==> src/rtl/ps2_pkg.sv <==
// Shared definitions for the PS/2 receive path: FSM states, frame geometry
// and the parity helper used when a frame is closed.
package ps2_pkg;

  typedef enum logic [1:0] {
    IDLE,
    DATA,
    PARITY,
    STOP
  } ps2_state_e;

  // start + 8 data + parity + stop
  localparam int FRAME_BITS = 11;
  localparam int DATA_BITS  = FRAME_BITS - 3;

  // PS/2 uses odd parity: data bits plus parity bit must hold an odd number of ones.
  function automatic logic odd_parity(input logic [DATA_BITS:0] bits);
    return ^bits;
  endfunction

endpackage

==> src/rtl/ps2_line_filter.sv <==
// Two-flop synchronizer plus a persistence filter for one raw PS/2 line.
// The filtered level only follows the input after FILTER_LEN agreeing samples.
module ps2_line_filter #(
  parameter int FILTER_LEN = 8
) (
  input  logic clk_bus,
  input  logic bus_reset,
  input  logic line_raw,
  output logic line
);

  localparam int CW = (FILTER_LEN > 1) ? $clog2(FILTER_LEN) : 1;

  logic          sync1;
  logic          sync2;
  logic [CW-1:0] cnt;

  // NOTE: sequential state uses non-blocking assignments only, so every flop
  // samples the pre-edge value of its neighbours and the chain cannot race.
  always_ff @(posedge clk_bus) begin
    if (bus_reset) begin
      sync1 <= 1'b1;
      sync2 <= 1'b1;
      line  <= 1'b1;
      cnt   <= '0;
    end else begin
      sync1 <= line_raw;
      sync2 <= sync1;
      if (sync2 == line) begin
        cnt <= '0;
      end else if (cnt == CW'(FILTER_LEN - 1)) begin
        line <= sync2;
        cnt  <= '0;
      end else begin
        cnt <= cnt + CW'(1);
      end
    end
  end

endmodule

==> src/rtl/ps2_rx_fifo.sv <==
// PS/2 device-to-host receiver: filtered line sampling, 11-bit frame FSM with
// timeout, byte FIFO, and rate-limited single-cycle delivery to the controller.
module ps2_rx_fifo
  import ps2_pkg::*;
#(
  parameter int FILTER_LEN = 8,
  parameter int TIMEOUT    = 50000,
  parameter int FIFO_DEPTH = 8,
  parameter int POP_GAP    = 4
) (
  input  logic                          clk_bus,
  input  logic                          bus_reset,
  input  logic                          PS2_CLK,
  input  logic                          PS2_DAT,
  output logic [7:0]                    keyb_data,
  output logic                          keyb_valid,
  output logic                          parity_err,
  output logic                          frame_err,
  output logic                          overflow,
  output logic [$clog2(FIFO_DEPTH):0]   fifo_level
);

  localparam int AW = $clog2(FIFO_DEPTH);
  localparam int LW = AW + 1;
  localparam int TW = $clog2(TIMEOUT + 1);
  localparam int GW = (POP_GAP > 1) ? $clog2(POP_GAP) : 1;

  logic clk_line;
  logic clk_line_d;
  logic dat_line;
  logic fall;

  ps2_line_filter #(.FILTER_LEN(FILTER_LEN)) u_clk_filter (
    .clk_bus   (clk_bus),
    .bus_reset (bus_reset),
    .line_raw  (PS2_CLK),
    .line      (clk_line)
  );

  ps2_line_filter #(.FILTER_LEN(FILTER_LEN)) u_dat_filter (
    .clk_bus   (clk_bus),
    .bus_reset (bus_reset),
    .line_raw  (PS2_DAT),
    .line      (dat_line)
  );

  always_ff @(posedge clk_bus) begin
    if (bus_reset) clk_line_d <= 1'b1;
    else           clk_line_d <= clk_line;
  end

  assign fall = clk_line_d & ~clk_line;

  ps2_state_e     state;
  logic [2:0]     bit_cnt;
  logic [7:0]     shift_q;
  logic           par_bit;
  logic [TW-1:0]  idle_cnt;
  logic           parity_err_q;
  logic           frame_err_q;

  logic [7:0]     mem [FIFO_DEPTH];
  logic [AW-1:0]  wr_ptr;
  logic [AW-1:0]  rd_ptr;
  logic [LW-1:0]  count;
  logic [GW-1:0]  gap_cnt;
  logic [7:0]     keyb_data_q;
  logic           valid_q;
  logic           overflow_q;

  logic good_byte;
  logic full;
  logic pop;
  logic push;

  // NOTE: every always_comb output gets a default first, so no path can
  // leave a signal unassigned and infer a latch.
  always_comb begin
    good_byte = 1'b0;
    if (fall && state == STOP && dat_line && odd_parity({par_bit, shift_q}))
      good_byte = 1'b1;
    full = (count == LW'(FIFO_DEPTH));
    pop  = (count != '0) && (gap_cnt == '0);
    // a pop frees the slot in the same edge, so a full FIFO still accepts
    push = good_byte && (!full || pop);
  end

  always_ff @(posedge clk_bus) begin
    if (bus_reset) begin
      state        <= IDLE;
      bit_cnt      <= '0;
      shift_q      <= '0;
      par_bit      <= 1'b0;
      idle_cnt     <= '0;
      parity_err_q <= 1'b0;
      frame_err_q  <= 1'b0;
    end else begin
      parity_err_q <= 1'b0;
      frame_err_q  <= 1'b0;
      if (state == IDLE) begin
        idle_cnt <= '0;
        // a fall with data high is a spurious edge and is ignored
        if (fall && !dat_line) begin
          state   <= DATA;
          bit_cnt <= '0;
        end
      end else if (fall) begin
        idle_cnt <= '0;
        case (state)
          DATA: begin
            shift_q <= {dat_line, shift_q[7:1]};
            bit_cnt <= bit_cnt + 3'd1;
            if (bit_cnt == 3'(DATA_BITS - 1)) state <= PARITY;
          end
          PARITY: begin
            par_bit <= dat_line;
            state   <= STOP;
          end
          STOP: begin
            if (!dat_line)                              frame_err_q  <= 1'b1;
            else if (!odd_parity({par_bit, shift_q}))   parity_err_q <= 1'b1;
            state <= IDLE;
          end
          default: state <= IDLE;
        endcase
      end else if (idle_cnt == TW'(TIMEOUT - 1)) begin
        state       <= IDLE;
        frame_err_q <= 1'b1;
        idle_cnt    <= '0;
      end else begin
        idle_cnt <= idle_cnt + TW'(1);
      end
    end
  end

  // NOTE: the storage array has no reset; its contents are only ever read
  // behind the count, which is reset, so stale bytes are never delivered.
  always_ff @(posedge clk_bus) begin
    if (push) mem[wr_ptr] <= shift_q;
  end

  always_ff @(posedge clk_bus) begin
    if (bus_reset) begin
      wr_ptr      <= '0;
      rd_ptr      <= '0;
      count       <= '0;
      gap_cnt     <= '0;
      keyb_data_q <= '0;
      valid_q     <= 1'b0;
      overflow_q  <= 1'b0;
    end else begin
      valid_q    <= pop;
      overflow_q <= good_byte && full && !pop;
      if (push) wr_ptr <= wr_ptr + AW'(1);
      if (pop) begin
        keyb_data_q <= mem[rd_ptr];
        rd_ptr      <= rd_ptr + AW'(1);
        gap_cnt     <= GW'(POP_GAP - 1);
      end else if (gap_cnt != '0) begin
        gap_cnt <= gap_cnt - GW'(1);
      end
      case ({push, pop})
        2'b10:   count <= count + LW'(1);
        2'b01:   count <= count - LW'(1);
        default: count <= count;
      endcase
    end
  end

  // Pulses are masked while reset is high so nothing leaks in the reset cycle.
  assign keyb_data  = keyb_data_q;
  assign keyb_valid = valid_q      & ~bus_reset;
  assign parity_err = parity_err_q & ~bus_reset;
  assign frame_err  = frame_err_q  & ~bus_reset;
  assign overflow   = overflow_q   & ~bus_reset;
  assign fifo_level = count;

endmodule

==> config.mk <==
export PLATFORM = sky130hd
export DESIGN_NAME = ps2_rx_fifo
export DESIGN_NICKNAME = d
export VERILOG_FILES = /design/src/rtl/ps2_pkg.sv /design/src/rtl/ps2_line_filter.sv /design/src/rtl/ps2_rx_fifo.sv
export SDC_FILE = /design/constraint.sdc
export NUM_CORES = 1
export LEC_CHECK = 0
export ABC_AREA = 1
export CELL_PAD_IN_SITES_DETAIL_PLACEMENT = 1
export CELL_PAD_IN_SITES_GLOBAL_PLACEMENT = 2
export CORE_ASPECT_RATIO = 0.6
export CORE_UTILIZATION = 39
export CTS_CLUSTER_SIZE = 16
export DETAILED_ROUTE_END_ITERATION = 12
export PLACE_DENSITY_LB_ADDON = 0.1
export SETUP_SLACK_MARGIN = 0.02
export SLEW_MARGIN = 15
export SYNTH_ARGS = -nofsm -noshare
export SYNTH_HDL_FRONTEND = slang
export SYNTH_SLANG_ARGS = --single-unit
==> constraint.sdc <==
create_clock -name clk_bus -period 2.55 [get_ports clk_bus]
set_input_delay 0.255 -clock clk_bus [delete_from_list [all_inputs] [get_ports clk_bus]]
set_output_delay 0.255 -clock clk_bus [all_outputs]
set_load 0.005 [all_outputs]
# ---- Word-level counts from Yosys, hierarchy flattened
# Memory sizes are Yosys's and may differ from the RTL's. A register that Yosys moved wholly into a read port is not among the register bits.
# Index checks and enable logic that the tools add are counted.
dict set report word_totals {
  regBits 59
  ramBits 64
  input_bits 4
  output_inout_bits 16
  n_memories 1
}
dict set report op_classes {
  addsub 9
  n_eq_ne 14
  mux 21
  n_bitwise 13
  n_reduce_logical 33
}
# name depth word_bits read_ports rd_clocked_by_memory_dff write_ports line
set memory_table {}
lappend memory_table {mem 8 8 1 1 1 ps2_rx_fifo.sv:62} ;# logic [7:0] mem [FIFO_DEPTH];
# cell n
set ops {}
lappend ops {{adder 16 x 1 -> 16 bit (second input constant)} 1}
lappend ops {{equality test 16 bit (second input constant)} 1}
lappend ops {{adder 3 x 1 -> 3 bit (second input constant)} 5}
lappend ops {{2-to-1 mux 2 bit} 7}
lappend ops {{2-to-1 mux 3 bit} 4}
lappend ops {{AND reduction 3 bit} 4}
lappend ops {{nonzero test 2 bit} 5}
lappend ops {{equality test 3 bit (second input constant)} 3}
lappend ops {{XOR reduction 9 bit} 1}
lappend ops {{logical AND 1 bit} 8}
lappend ops {{2-to-1 mux 1 bit} 8}
lappend ops {{inverter 1 bit} 8}
lappend ops {{case mux 4 bit (2 select lines)} 1}
lappend ops {{equality test 2 bit (second input constant)} 3}
lappend ops {{OR reduction 3 bit} 2}
lappend ops {{AND 1 bit} 5}
lappend ops {{OR reduction 5 bit} 1}
lappend ops {{adder 4 x 1 -> 4 bit (second input constant)} 1}
lappend ops {{equality test 2 x 1 -> 1 bit (second input constant)} 2}
lappend ops {{equality test 4 bit (second input constant)} 1}
lappend ops {{logical NOT 2 bit} 2}
lappend ops {{inequality test 4 bit (second input constant)} 1}
lappend ops {{case mux 2 bit (2 select lines)} 1}
lappend ops {{AND reduction 2 bit} 2}
lappend ops {{10 further kinds} 13}

# ---- Depth between registers and ports, before layout
# Gate-level depths: netlist (run 1).
dict set report logic_depth {
  word_depth 9
  depth_mapped 21
}

# ---- By module
# Synthesis (run 1) repeated with hierarchy kept, for this count alone.
dict set report unflattened {
  hier_cells 551
  hier_area_um2 5489.0
}
# module instances cells_per_inst area_per_inst_um2 seq_area_each_um2
set modules_own_cells {}
lappend modules_own_cells {ps2_rx_fifo 1 505 5053.6 3022.9}
lappend modules_own_cells {ps2_line_filter 2 23 217.7 120.1}

# ---- Worst setup path after synthesis (run 1)
# Ideal clock, no wire load.
dict set report synth_timing {
  kind {register -> register}
  start {register shift_q[3]}
  end {memory mem[0][0] (enable)}
  setup_ns 0.383
  t_arrival_ns 1.963
  required_time_ns 2.167
  path_slack_ns 0.204
  stages_incl_launch_ff 12
  path_buffers 0
  synth_period_minus_slack_ns 2.346
  cell_sequence {dfxtp_1 inv_1 nand2_1 nand3_1 nand2_1 nand2_1 nand3_1 nand2_2 nor2_4 nand2_2 or2_4 nor3_1}
}
dict set report synth_between {
  elab_chain_len 6
}
# item line
set synth_lines {}
lappend synth_lines {{from (decl)} ps2_rx_fifo.sv:56} ;# logic [7:0] shift_q;
lappend synth_lines {{from (signal assigned)} ps2_rx_fifo.sv:111} ;# shift_q <= {dat_line, shift_q[7:1]};
lappend synth_lines {{XOR reduction 9 bit} ps2_pkg.sv:18} ;# return ^bits;
lappend synth_lines {{logical AND 1 bit} ps2_rx_fifo.sv:80} ;# if (fall && state == STOP && dat_line && odd_parity({par_bit, shift_q}))
lappend synth_lines {{2-to-1 mux 1 bit} ps2_rx_fifo.sv:80}
lappend synth_lines {{logical AND 1 bit} ps2_rx_fifo.sv:85} ;# push = good_byte && (!full || pop);
lappend synth_lines {{2-to-1 mux 1 bit} ps2_rx_fifo.sv:139} ;# if (push) mem[wr_ptr] <= shift_q;
lappend synth_lines {{2-to-1 mux 1 bit (not written as such)} ps2_rx_fifo.sv:139}
lappend synth_lines {{to (decl)} ps2_rx_fifo.sv:62}
# No other way between the ends.

# ---- Worst setup path after layout (run 1)
dict set report layout_timing {
  start {register shift_q[3]}
  end {register count[3], in the netlist fifo_level[3]}
}
dict set report layout_between {
  elab_chain_len 6
  elab_cells_between_ends 8
}
# item line
set layout_lines {}
lappend layout_lines {{XOR reduction 9 bit (*)} ps2_pkg.sv:18}
lappend layout_lines {{logical AND 1 bit (*)} ps2_rx_fifo.sv:80}
lappend layout_lines {{2-to-1 mux 1 bit (*)} ps2_rx_fifo.sv:80}
lappend layout_lines {{logical AND 1 bit (*)} ps2_rx_fifo.sv:85}
lappend layout_lines {{equality test 2 x 1 -> 1 bit or equality test 2 bit (tied branches)} ps2_rx_fifo.sv:162} ;# case ({push, pop})
lappend layout_lines {{case mux 4 bit (2 select lines) or nonzero test 2 bit (tied branches)} --}
lappend layout_lines {{to (signal assigned)} ps2_rx_fifo.sv:163} ;# 2'b10: count <= count + LW'(1);
lappend layout_lines {{to (signal assigned)} ps2_rx_fifo.sv:164} ;# 2'b01: count <= count - LW'(1);
lappend layout_lines {{to (signal assigned)} ps2_rx_fifo.sv:165} ;# default: count <= count;
lappend layout_lines {{to (decl)} ps2_rx_fifo.sv:65} ;# logic [LW-1:0] count;
# Mark *: on every way between the ends. The rest lies on a longest branch, timed or not.
# A chain may end at the register's enable or synchronous reset.

==> flow_summary.ini, run 1 <==
[status]
run_status = completed

[route]
vias = 4094
ant_nets = 0
drt_iter0_drc = 238
drt_pre_antenna_iters = 4
routedWlPerCell_um = 17.8
drt-total-wl_um = 14000
via_per_inst = 5.20
drcViolationCount = 0

[setup_path]
crit_type = flop to flop
r2r_cells = 21
rrSetupSlack_ns = 0.25
end_kind = flop
cp_max_fo = 4
crit_arrival_ns = 2.61
reg2reg_to = fifo_level[3]
cp_data_required_time_ns = 2.86
critPathLaunchType = flop
r2r_start = shift_q[3]

[clocking]
clockBufferDepth = 2
root_buffer = clkbuf_16
cts_sinks = 131
h-tree-depth = 4
clk_pin_slew_ns = 0.06
cts_tree = yes
post_cts_buffers = 0
cts_hold_buf = 0
numCtsBuffers = 17
worstSkewPairLatency_ns = 0.42

[synthesis]
synth_top_family_by_area = simple AND/OR/NAND/NOR gates
yosysTopAreaCellShare_pct = 35.6
syn_inst = 560
synthTopCellsByArea = edfxtp_1 36%, dfxtp_1 25%, nor2_1 5.6%
synth_top_cell_by_area = edfxtp_1
seq_area_frac_synth_pct = 60.4
synth.avg_cell_area_um2 = 9.65
ys_types = 31
yosys_warnings = 0
synth-seq-cells = 131
synth_xor_area_share_pct = 1.30
synth-compound-area-share_pct = 12.7
netlist_area_um2 = 5400
synth_nets = 581
synthAdderAreaFrac_pct = 4.08
synth-simple-area-share_pct = 16.1
synth_mux_area_share_pct = 0

[sta]
period_minus_slack_ns = 2.30
clock_skew_ns = 0.00834
setup_viol = 0
maxSlewViolCount = 0
grt_setup_unrepaired = no
whs_ns = 0.394
layout_setup_ws_ns = 0.251
fmax_mhz = 435
final-hold-violation-count = 0
fin_tns_setup_ns = 0
finalCritPeriodShare_pct = 90.2
max_slew.worst_pin.slew_ns = 0.749
maxSlewHeadroom_pct = 50.0

[global_route]
antenna_found_initial = 0
track_usage_pct = 21.3
grt_pass1_wl_um = 22800
grt_pass1_vias = 4313
grt_max_degree = 36
grt-ovfl-total = 0

[worst_hold_path]
hold_end = u_clk_filter.sync1
hold_path.class = primary input to flop
hold_start = PS2_CLK
hold_depth = 2

[power]
p_per_area_nw_per_um2 = 952
p_leak_nw = 2.62
peakVddDrop_uv = 394

[job]
drv_cap = 0

[layout]
num-nets-final = 626
area_growth_pct = 21.1
fin_cells = 788
n_antenna_cell = 0
layout-drive-gt1-share_pct = 12.5

[die]
fp.dieW_um = 154
die_h_um = 93.2
io_pins = 20
start_util_pct = 41.0
die-area_um2 = 14300
core_um2 = 13200
rows = 32

[placement]
hpwl_um = 9230
dpl.cell_count = 756
gp_congestion = 0.772
dpl_worst_slack_ns = 0.0559
port_buffers = 19
## cells in the final DEF (no fill, tap or decap), types with 15 or more instances in the layout
cell,n
a21oi_1,43
nand2_1,69
clkbuf_16,18
o21ai_0,50
nor3_1,16
buf_4,26
edfxtp_1,64
dfxtp_1,63
inv_1,55
nand3_1,19
clkdlybuf4s50_1,19
nor2_1,80
ha_1,15
## state kept, by name (all words and copies together) (netlist names), 2 cells and up
name	flops
mem	64
idle_cnt	16
keyb_data	8
shift_q	8
fifo_level	4
bit_cnt	3
rd_ptr	3
u_clk_filter.cnt	3
u_dat_filter.cnt	3
wr_ptr	3
gap_cnt	2
state	2
## how the worst max path moves through the flow
stage                     startpoint             to  slack, ns
after floorplan           shift_q[3]      mem[0][0]       0.20
after global placement    shift_q[0]  fifo_level[3]       0.29
after detailed placement  shift_q[0]  fifo_level[3]       0.06
after global routing      shift_q[3]  fifo_level[3]       0.04
after CTS                 shift_q[2]  fifo_level[3]       0.07
final                     shift_q[3]  fifo_level[3]       0.25
## metrics by stage
stage	power [mW]	util [%]	cell area (um^2)
2_1_floorplan	3.36	-	5400
4_1_cts	6.25	49.4	6510
3_5_place_dp	3.85	45.0	5930
6_report	6.23	49.7	6540
5_1_grt	6.57	49.7	6540
3_3_place_gp	3.79	45.0	5930
## report_power, final
| group | leakage, nW | internal, mW | switching (mW) |
|---|---|---|---|
| logic | 1.05 | 0.544 | 0.911 |
| registers | 1.29 | 2.29 | 0.0885 |
| clock network | 0.282 | 1.47 | 0.918 |
## routing by layer
layer | routed length, um | up-vias | track usage, %
met1 | 7000 | 2011 | 28.0
met3 | 474 | 20 | 5.19
met5 | 0 | - | 0
li1 | - | 2004 | -
met4 | 237 | 0 | 8.25
met2 | 6330 | 59 | 33.9
## cell families (layout without fill, tap and decap cells)
kind of cell	count (synthesis)	count (layout)
AND/OR/NAND/NOR	204	204
XOR/XNOR	8	8
adder cells (fa/ha/maj)	17	17
flip-flops	131	131
buffers and inverters	77	135
AO/OA/AOI/OAI	123	123
## synthesized netlist by cell type (all sizes together)
library cell / instances
a21oi: 43
a31oi: 2
buf: 1
clkbuf: 18
clkinv: 1
dfxtp: 67
edfxtp: 64
fa: 1
ha: 16
inv: 57
nand2: 73
nand3: 20
nand4: 4
nor2: 81
nor3: 17
nor3b: 1
nor4: 1
o211ai: 9
o21a: 2
o21ai: 50
o21bai: 1
o221ai: 8
o22ai: 8
or2: 7
xnor2: 3
xor2: 5
## worst max-delay path, cell delays in order, from the launching register on
cell	delay [ns]
dfxtp_2	0.36
inv_1	0.09
nand2_1	0.08
nand3_1	0.12
nand2_1	0.11
nand2_1	0.07
nand2_1	0.06
nand2_1	0.06
nand2_2	0.09
inv_1	0.07
nand2_1	0.10
nand2_2	0.07
inv_2	0.08
ha_4	0.21
nand2_1	0.07
nand2_1	0.05
a31oi_1	0.18
inv_1	0.07
nand2_1	0.08
nand3_1	0.07
nand2_1	0.07
nor2_1	0.05
## cell type report
cell class,instances,area [um^2]
multi-input cells,352,1870
well taps,170,213
clock buffers,24,503
inverters,58,218
fillers,1474,6630
clock inverters,8,75.1
repair buffers,45,385
flip-flops and latches,131,3270
## what timing repair did
action                                  in CTS  in global routing
gates cloned                                 0                  0
gates resized for setup                      1                  9
endpoints found under the setup margin       1                  1
No activity file was read; power rests on OpenSTA's default activity.
==> run 2: changes to the inputs <==
- CORE_MARGIN: default -> 2
==> run 2 against run 1 <==
Net effect:
- sequential share of layout area rose by 0.067 points
- sequential power barely moved
- register-to-register slack improved by 0.04 ns
- critical endpoint unchanged
- largest cell class unchanged
- highest routed layer unchanged
==> flow_summary.ini, run 2 (synthesized netlist as in run 1, its figures left out) <==
[setup_path]
r2r_start = shift_q[6]
end_kind = flop
crit_arrival_ns = 2.57
cp_max_fo = 3
startpoint = shift_q[6]
cp_data_required_time_ns = 2.86
crit_type = flop to flop
critPathLaunchType = flop

[sta]
max_slew.worst_pin.slew_ns = 0.635
fin_tns_setup_ns = 0
maxSlewViolCount = 0
finalCritPeriodShare_pct = 88.7
final-hold-violation-count = 0
whs_ns = 0.419
clock_skew_ns = 0.00810
setup_viol = 0
maxSlewHeadroom_pct = 57.6
period_minus_slack_ns = 2.26
grt_setup_unrepaired = no
fmax_mhz = 442

[layout]
top_register = mem
largest_reg_flops = 64
num-nets-final = 627
fin_util_pct = 48.1
layout-drive-gt1-share_pct = 12.8
n_antenna_cell = 0
reg.largest.list = mem: 64 flops, idle_cnt: 16 flops
area_growth_pct = 20.9
final_common_cell = nor2_1
most-common-layout-cells = 80 x nor2_1, 69 x nand2_1, 64 x edfxtp_1

[worst_hold_path]
hold_path.class = primary input to flop
hold_start = PS2_CLK

[die]
core_um2 = 13600
fp.dieW_um = 156
rows = 33
die_h_um = 95.2
start_util_pct = 39.8
die-area_um2 = 14800
io_pins = 20

[clocking]
clockBufferDepth = 2
h-tree-depth = 4
numCtsBuffers = 17
cts_tree = yes
worstSkewPairLatency_ns = 0.41
root_buffer = clkbuf_16
cts_sinks = 131
clk_pin_slew_ns = 0.06
cts_hold_buf = 0

[global_route]
track_usage_pct = 19.1
grt-ovfl-total = 0
grt_pass1_wl_um = 21400
grt_max_degree = 36
antenna_found_initial = 0
grt_pass1_vias = 4058

[placement]
port_buffers = 19
gp_congestion = 0.755
hpwl_um = 8980

[route]
ant_nets = 0
drcViolationCount = 0
routedWlPerCell_um = 16.6
via_per_inst = 5.04
vias = 4000
drt_pre_antenna_iters = 4
drt_iter0_drc = 223
drt-total-wl_um = 13200

[job]
drv_cap = 0

[status]
run_status = completed

[power]
p_per_area_nw_per_um2 = 945
peakVddDrop_uv = 482
p_leak_nw = 2.61
==> run 2: layout make-up <==
cell class                      instances  area [um^2]
Timing Repair Buffer                   46          393
Clock buffer                           18          429
Fill cell                            1527         7050
Tap cell                              175          219
Clock inverter                         14          131
Multi-Input combinational cell        352         1870
Inverter                               58          218
Sequential cell                       131         3270
==> run 2: timing repair <==
item | in CTS | in global routing
setup buffers | 0 | 0
hold endpoints to repair | 0 | 0
setup endpoints to repair | 0 | 2
gates resized for setup | 0 | 8
==> run 2: worst paths after layout <==
kind,endpoint,slack (ns),cells past startpoint
max,fifo_level[3],0.29,18
min reg2reg,u_clk_filter.sync2,0.42,1
max reg2reg,fifo_level[3],0.29,18
min,u_clk_filter.sync1,0.42,2
==> run 2: power by group <==
part	total, mW	internal, mW	leakage [nW]	switching (mW)
logic	1.47	0.555	1.06	0.918
clock network	2.33	1.35	0.260	0.974
registers	2.37	2.29	1.29	0.0831
total	6.17	4.20	2.61	1.97
==> run 2: metrics by stage <==
stage / setup slack [ns] / std cells / area, um^2 / power (mW)
2_1_floorplan: 0.204 / 560 / 5400 / 3.36
3_3_place_gp: 0.263 / 762 / 5940 / 3.80
3_5_place_dp: 0.0889 / 762 / 5940 / 3.85
4_1_cts: 0.0834 / 794 / 6500 / 6.20
5_1_grt: 0.0189 / 794 / 6530 / 6.54
6_report: 0.289 / 794 / 6530 / 6.17
==> run 2: layer usage <==
| layer | wire length (um) | part of all wire [%] | GRT usage (%) |
|---|---|---|---|
| met1 | 6470 | 49 | 25.6 |
| met2 | 5910 | 45 | 30.2 |
| met3 | 582 | 4.4 | 5.09 |
| met4 | 249 | 1.9 | 6.88 |
| met5 | 0 | 0 | 0 |
==> run 2: worst max-delay path: stages, from the launching register on <==
cell and delay [ns]:
dfxtp_1 0.34, xor2_1 0.24, nand3_1 0.14, nand2_1 0.08, nand2_1 0.06, nand2_2 0.09, inv_1 0.06, nand2_1 0.09
nand2_2 0.06, inv_1 0.11, ha_4 0.22, nand2_1 0.08, nand2_1 0.06, a31oi_2 0.16, inv_1 0.07, nand2_1 0.11
nand3_1 0.08, nand2_1 0.06, nor2_1 0.04
==> run 3: changes to the inputs <==
==> constraint.sdc (replaced) <==
create_clock -name clk_bus -period 2.55 [get_ports clk_bus]
set_input_delay 0.255 -clock clk_bus [delete_from_list [all_inputs] [get_ports clk_bus]]
set_output_delay 0.255 -clock clk_bus [all_outputs]
set_load 0.1 [all_outputs]
==> run 3 against run 2 <==
Net effect:
- combinational power is 21% higher
- maximum frequency is 0.66% lower
- clock power is 3% higher
- clock skew is 0.0035 ns higher
- sequential power hardly changed
- critical path type unchanged
==> flow_summary.ini, run 3 (synthesized netlist as in run 1, its figures left out) <==
[layout]
layout-drive-gt1-share_pct = 15.7
top_register = mem
largest_reg_flops = 64
n_antenna_cell = 0
num-nets-final = 626
reg.largest.list = mem: 64 flops, idle_cnt: 16 flops
fin_area_um2 = 6560
most-common-layout-cells = 80 x nor2_1, 69 x nand2_1, 64 x edfxtp_1
area_growth_pct = 21.4
fin_util_pct = 48.3
final_common_cell = nor2_1

[setup_path]
cp_max_fo = 5
cp_data_required_time_ns = 2.85
crit_arrival_ns = 2.58
startpoint = shift_q[1]
critPathLaunchType = flop
end_kind = flop
crit_type = flop to flop
r2r_start = shift_q[1]

[route]
drt-total-wl_um = 13400
drt_iter0_drc = 204
drcViolationCount = 0
ant_nets = 0
vias = 4011
via_per_inst = 5.06
routedWlPerCell_um = 16.9
drt_pre_antenna_iters = 5

[sta]
grt_setup_unrepaired = no
fmax_mhz = 439
final-hold-violation-count = 0
maxSlewHeadroom_pct = 59.8
period_minus_slack_ns = 2.28
clock_skew_ns = 0.0116
fin_tns_setup_ns = 0
finalCritPeriodShare_pct = 89.3
maxSlewViolCount = 0
max_slew.worst_pin.slew_ns = 0.602
setup_viol = 0

[clocking]
cts_sinks = 131
numCtsBuffers = 17
cts_tree = yes
clk_pin_slew_ns = 0.07
root_buffer = clkbuf_16
worstSkewPairLatency_ns = 0.41
clockBufferDepth = 2
cts_hold_buf = 0
post_cts_buffers = 0
cts.repair.resized = 0
h-tree-depth = 4

[die]
rows = 33
die_h_um = 95.2
start_util_pct = 39.8
die-area_um2 = 14800
fp.dieW_um = 156
io_pins = 20
core_um2 = 13600

[global_route]
grt-ovfl-total = 0
track_usage_pct = 19.2
grt_max_degree = 36
grt_pass1_wl_um = 21600
grt_pass1_vias = 4066
antenna_found_initial = 0

[worst_hold_path]
hold_start = PS2_CLK
hold_path.class = primary input to flop

[power]
p_per_area_nw_per_um2 = 1000
peakVddDrop_uv = 427
p_leak_nw = 2.66

[placement]
gp_congestion = 0.736
hpwl_um = 9150
dpl_cell_area_um2 = 5950
port_buffers = 19

[status]
run_status = completed

[job]
drv_cap = 0
## run 3: cell count changes in the layout (fill, tap and decap cells not counted), moves of 2 or more
cell / change
buf_12: +4
clkdlybuf4s50_1: -16
clkinv_4: +2
dfxtp_1: -3
inv_6: -2
dfxtp_2: +3
buf_4: +11
## run 3: routing by layer
metal | vias to the layer above | wire length, um | track usage (%)
met5 | - | 0 | 0
met4 | 0 | 158 | 5.73
met3 | 12 | 375 | 3.73
met2 | 45 | 6010 | 31.0
met1 | 1947 | 6880 | 26.6
li1 | 2007 | - | -
## run 3: area by class of cell
class	count	area (um^2)
clock buffers	17	425
clock inverters	15	158
fillers	1511	7030
inverters	58	218
multi-input cells	352	1870
flip-flops and latches	131	3280
well taps	175	219
repair buffers	45	395
## run 3: final timing paths
path,slack (ns),depth (start not counted),endpoint
worst max-delay path,0.27,21,fifo_level[3]
worst min register to register,0.41,1,u_dat_filter.sync2
worst max register to register,0.27,21,fifo_level[3]
worst min-delay path,0.40,2,u_clk_filter.sync1
## run 3: power breakdown
part           internal (mW)  switching [mW]  total [mW]  leakage [nW]
logic                  0.553            1.22        1.78          1.10
registers               2.30          0.0877        2.38          1.29
clock network           1.44           0.965        2.41         0.273
total                   4.29            2.28        6.57          2.66
## run 3: metrics by stage
stage	setup WS [ns]	hold slack [ns]	instances	total power, mW
floorplan	0.204	0.359	560	3.69
global placement	0.263	0.400	761	4.13
detailed placement	0.0592	0.395	761	4.19
CTS	0.0479	0.388	793	6.62
global route	0.0451	0.403	793	6.96
finish	0.274	0.401	793	6.57
## run 3: critical path: stages, from the launching register on
cell,delay [ns]
dfxtp_1,0.39
inv_1,0.08
nand2_1,0.07
nand2_1,0.05
nand2_1,0.06
nand2_1,0.07
inv_1,0.06
nand3_1,0.07
nand2_2,0.11
inv_1,0.06
nand2_1,0.09
nand2_2,0.06
inv_1,0.11
ha_4,0.22
nand2_1,0.07
nand2_1,0.05
a31oi_2,0.16
inv_1,0.08
nand2_1,0.11
nand3_1,0.09
nand2_1,0.07
nor2_1,0.04
